File: src/rtl/spi_master.sv
// Mode-0 SPI master: shifts WIDTH-bit words out on sdo MSB first and captures sdi in the same frame.
// sck idles low; sdi is sampled on the falling sck edge, which is the clk edge that also advances sdo.
module spi_master #(
    parameter int WIDTH   = 32,
    parameter int CLK_DIV = 4
) (
    input  logic             clk,
    input  logic             reset,
    input  logic             start,
    input  logic [WIDTH-1:0] tx_data,
    output logic             sck,
    output logic             sdo,
    input  logic             sdi,
    output logic [WIDTH-1:0] rx_data,
    output logic             busy,
    output logic             done
);
    localparam int PW = (CLK_DIV > 1) ? $clog2(CLK_DIV) : 1;
    localparam int BW = $clog2(WIDTH) + 1;

    localparam logic ST_IDLE  = 1'b0;
    localparam logic ST_SHIFT = 1'b1;

    localparam logic [PW-1:0] PH_LAST  = PW'(CLK_DIV - 1);
    localparam logic [BW-1:0] BIT_TERM = BW'(WIDTH);

    logic             state_q, state_d;
    logic [PW-1:0]    ph_q, ph_d;
    logic [BW-1:0]    bit_q, bit_d;
    logic             sck_q, sck_d;
    logic             sdo_q, sdo_d;
    logic             done_q, done_d;
    logic [WIDTH-1:0] tx_q, tx_d;
    logic [WIDTH-1:0] rx_q, rx_d;
    logic [WIDTH-1:0] rxd_q, rxd_d;
    logic [BW-1:0]    bit_inc;

    assign bit_inc = bit_q + BW'(1);

    always_comb begin
        state_d = state_q;
        ph_d    = ph_q;
        bit_d   = bit_q;
        sck_d   = sck_q;
        sdo_d   = sdo_q;
        done_d  = 1'b0;
        tx_d    = tx_q;
        rx_d    = rx_q;
        rxd_d   = rxd_q;
        case (state_q)
            ST_IDLE: begin
                ph_d  = '0;
                sck_d = 1'b0;
                if (start) begin
                    state_d = ST_SHIFT;
                    tx_d    = tx_data;
                    sdo_d   = tx_data[WIDTH-1];
                    bit_d   = '0;
                end
            end
            default: begin
                if (ph_q == PH_LAST) begin
                    ph_d  = '0;
                    sck_d = ~sck_q;
                    // Falling edge: capture sdi and present the next bit.
                    if (sck_q) begin
                        rx_d = {rx_q[WIDTH-2:0], sdi};
                        if (bit_inc == BIT_TERM) begin
                            state_d = ST_IDLE;
                            rxd_d   = {rx_q[WIDTH-2:0], sdi};
                            done_d  = 1'b1;
                            sdo_d   = 1'b0;
                            bit_d   = '0;
                        end else begin
                            bit_d = bit_inc;
                            tx_d  = {tx_q[WIDTH-2:0], 1'b0};
                            sdo_d = tx_q[WIDTH-2];
                        end
                    end
                end else begin
                    ph_d = ph_q + PW'(1);
                end
            end
        endcase
    end

    always_ff @(posedge clk or negedge reset) begin
        if (!reset) begin
            state_q <= ST_IDLE;
            ph_q    <= '0;
            bit_q   <= '0;
            sck_q   <= 1'b0;
            sdo_q   <= 1'b0;
            done_q  <= 1'b0;
            tx_q    <= '0;
            rx_q    <= '0;
            rxd_q   <= '0;
        end else begin
            state_q <= state_d;
            ph_q    <= ph_d;
            bit_q   <= bit_d;
            sck_q   <= sck_d;
            sdo_q   <= sdo_d;
            done_q  <= done_d;
            tx_q    <= tx_d;
            rx_q    <= rx_d;
            rxd_q   <= rxd_d;
        end
    end

    assign sck     = sck_q;
    assign sdo     = sdo_q;
    assign rx_data = rxd_q;
    assign busy    = (state_q == ST_SHIFT);
    assign done    = done_q;
endmodule

File: config.mk
export PLATFORM = sky130hd
export DESIGN_NAME = spi_master
export DESIGN_NICKNAME = d
export VERILOG_FILES = /design/src/rtl/spi_master.sv
export SDC_FILE = /design/constraint.sdc
export NUM_CORES = 1
export LEC_CHECK = 0
export BUFFER_PORTS_ARGS = -buffer_cell sky130_fd_sc_hd__buf_2
export CAP_MARGIN = 15
export CORE_ASPECT_RATIO = 1.2
export CORE_MARGIN = 8
export CORE_UTILIZATION = 50
export DETAILED_ROUTE_END_ITERATION = 6
export GPL_TIMING_DRIVEN = 0
export MAX_ROUTING_LAYER = met4
export PLACE_DENSITY = 0.7
export SLEW_MARGIN = 10
export SYNTH_ARGS = -nofsm -noshare
export SYNTH_HDL_FRONTEND = slang
export SYNTH_SLANG_ARGS = --single-unit
File: constraint.sdc
create_clock -name clk -period 2.4 [get_ports clk]
set_clock_uncertainty 0.1 [all_clocks]
set_input_delay 0.48 -clock clk [delete_from_list [all_inputs] [get_ports clk]]
set_output_delay 0.48 -clock clk [all_outputs]
set_load 0.02 [all_outputs]
==> out/results.ini <==
[outcome]
status = complete, no violations

[route]
vias = 3738
wl_per_cell_um = 15.92
drc = 0
drtIter0Drc = 148
dr.pass1.iters = 4
ant_nets = 0
finalWirelength_mm = 10.87
via_per_inst = 5.473

[clocking]
post_cts_buffers = 0
h-tree-depth = 3
cts_tree = built
clk_pin_slew_ns = 0.07
ctsResizeCount = 0
postCtsHoldBufs = 1
cts_sinks = 106
numCtsBuffers = 9
insertion_delay_ns = 0.35
clock_path_buffers = 2
root_buffer = clkbuf_16

[yosys]
ys_ff_latch = 106
netlist_instances = 471
synth_cell_type_count = 34
syn_nets = 509
yosys_warnings = 0
synth.avg_cell_area_um2 = 10.39
synth_top_flop_cell = dfrtp_1
synth-seq-area-share = 0.5419
synthArstFlopShare = 1.000
synth_edf_count = 0
synth_area_mm2 = 0.004895

[critical_path]
r2r_setup_slack_ns = 0.30
reg2reg_from = ph_q[0]
cp_data_required_time_ns = 2.54
cp-start-kind = flop
crit_arrival_ns = 2.25
worstRegToRegCells = 6
critical_path.endpoint = tx_q[12]
end_kind = flop
timing.rr.end = tx_q[12]
cp_max_fo = 10
cp-startpoint = ph_q[0]
path_class = reg -> reg

[global_route]
grt_pass1_vias = 3942
grt_max_degree = 61
antenna_found_initial = 0
gr-total-overflow = 0
grt_pass1_wl_mm = 18.73
grt_usage = 0.1757

[timing]
tightest_slew_ns = 0.7143
finalMaxSlewViolations = 0
timing.final.crit_period_ns = 2.103
rsz0062_at_grt = false
whs_ns = 0.2518
hold_violations = 0
finalSetupViolations = 0
fmax_mhz = 475.5
setup_tns_ns = 0
max-slew-margin-rel = 0.5238
post-route-period-util = 0.8763

[placement]
place_congestion = 0.8318
portBuffers = 71
hpwl_mm = 7.670
dpl.cell_count = 666
place_area_mm2 = 0.005438

[die]
num_io_pins = 72
dieHeight_um = 124.4
core_mm2 = 0.009515
die_w_um = 106.3
die_area_mm2 = 0.01322
initial_core_util = 0.5144
std_cell_rows = 39

[pwr]
total_leakage_power_nw = 2.928
power.density_mw_per_mm2 = 877.2
ir_worst_vdd_mv = 0.5049

[finish]
syn_to_final_growth_pct = 17.18
post-route-cell-area_mm2 = 0.005736
nets = 593
instances_no_fill = 683
drive_gt1_frac = 0.2982
diodes = 0

[worst_hold_path]
worstHoldPathType = in -> reg

[job]
maxCapViolCount = 0

[synthesized netlist by cell type, types with 2 or more instances]
library cell	instances	area, um2
nand2_1	104	390.4
inv_1	33	123.9
clkbuf_1	19	71.32
buf_6	4	45.04
nor2b_1	2	12.51
a31oi_1	2	12.51
and2_1	2	12.51
o21ai_0	7	35.03
nor2_1	5	18.77
buf_2	9	45.04
ha_1	2	25.02
buf_4	2	15.01
and3_1	3	18.77
a311oi_2	29	435.4
buf_1	2	7.510
a21oi_1	60	300.3
nand3_1	2	10.01
o22ai_1	3	18.77
nor3_1	29	145.1
mux2_2	33	371.6
dfrtp_1	106	2653
[sequential cells by signal, indices dropped and copies added, names as in the netlist, 2 cells and up]
| register | flops |
|---|---|
| bit_q | 6 |
| ph_q | 2 |
| rx_data | 32 |
| rx_q | 31 |
| tx_q | 31 |
[kinds of logic after synthesis]
kind of cell,share of synthesized area
buffers and inverters,0.06288
AND/OR/NAND/NOR,0.1324
flip-flops,0.5419
AO/OA/AOI/OAI,0.1779
multiplexers,0.07797
XOR/XNOR,0.001790
adder cells (fa/ha/maj),0.005112
[worst min path at each step]
stage / startpoint / to / slack [ns] / cells past startpoint
floorplan: reset / bit_q[0] / 0.08 / 0
global placement: ph_q[0] / ph_q[0] / 0.32 / 1
detailed placement: reset / tx_q[9] / 0.35 / 1
CTS: sdi / rx_q[0] / 0.25 / 3
global route: sdi / rx_q[0] / 0.26 / 3
finish: sdi / rx_q[0] / 0.25 / 3
[layout make-up]
cell class | count | area (um2)
plain buffers | 36 | 183.9
clock buffers | 10 | 229.0
clock inverters | 6 | 58.81
fillers | 822 | 3780
inverters | 33 | 123.9
multi-input cells | 296 | 1934
flip-flops and latches | 106 | 2653
well taps | 123 | 153.9
repair buffers | 73 | 399.1
[cell usage in the layout (no fill, tap or decap), drive strengths merged]
master,n
and2,2
mux2,33
nor2b,2
ha,2
mux2i,1
o22ai,3
nor2,5
a221o,1
and3,3
nand2,105
nand3b,1
buf,89
nor3,29
nand4,1
inv,36
a311oi,29
o21ai,7
clkbuf,29
clkinv,2
a211oi,1
nand2b,2
a31oi,2
a21oi,60
xor2,1
a2bb2oi,1
nand3,2
a21o,1
o21a,1
o32ai,1
dfrtp,106
clkinvlp,1
dlygate4sd3,1
[critical path, cell delays in order, from the launching register on]
cell and delay, ns:
dfrtp_1 0.39, ha_1 0.23, nand3_1 0.24, clkbuf_1 0.39, buf_2 0.30, nor3_1 0.10, a311oi_2 0.26
[stage by stage]
step                      power, mW  utilization  setup slack [ns]
final                         5.031       0.6028            0.2968
after CTS                     5.069       0.6028            0.2588
after detailed placement      3.638       0.5715            0.2944
after global placement        3.558       0.5679           -0.4559
after global routing          5.342       0.6028            0.1282
after floorplan               3.290            -            0.6003
[report_power, final]
group	switching [mW]	internal (mW)	total (mW)
clock	0.692	0.727	1.42
sequential	0.226	2.12	2.35
combinational	0.750	0.513	1.26
[per-layer routing]
layer | share of wire | global-route usage
met4 | 0.016 | 0.06971
met3 | 0.048 | 0.04348
met2 | 0.51 | 0.2824
met5 | 0 | -
met1 | 0.43 | 0.2064
Note: power is estimated with default switching activity, not from simulation.
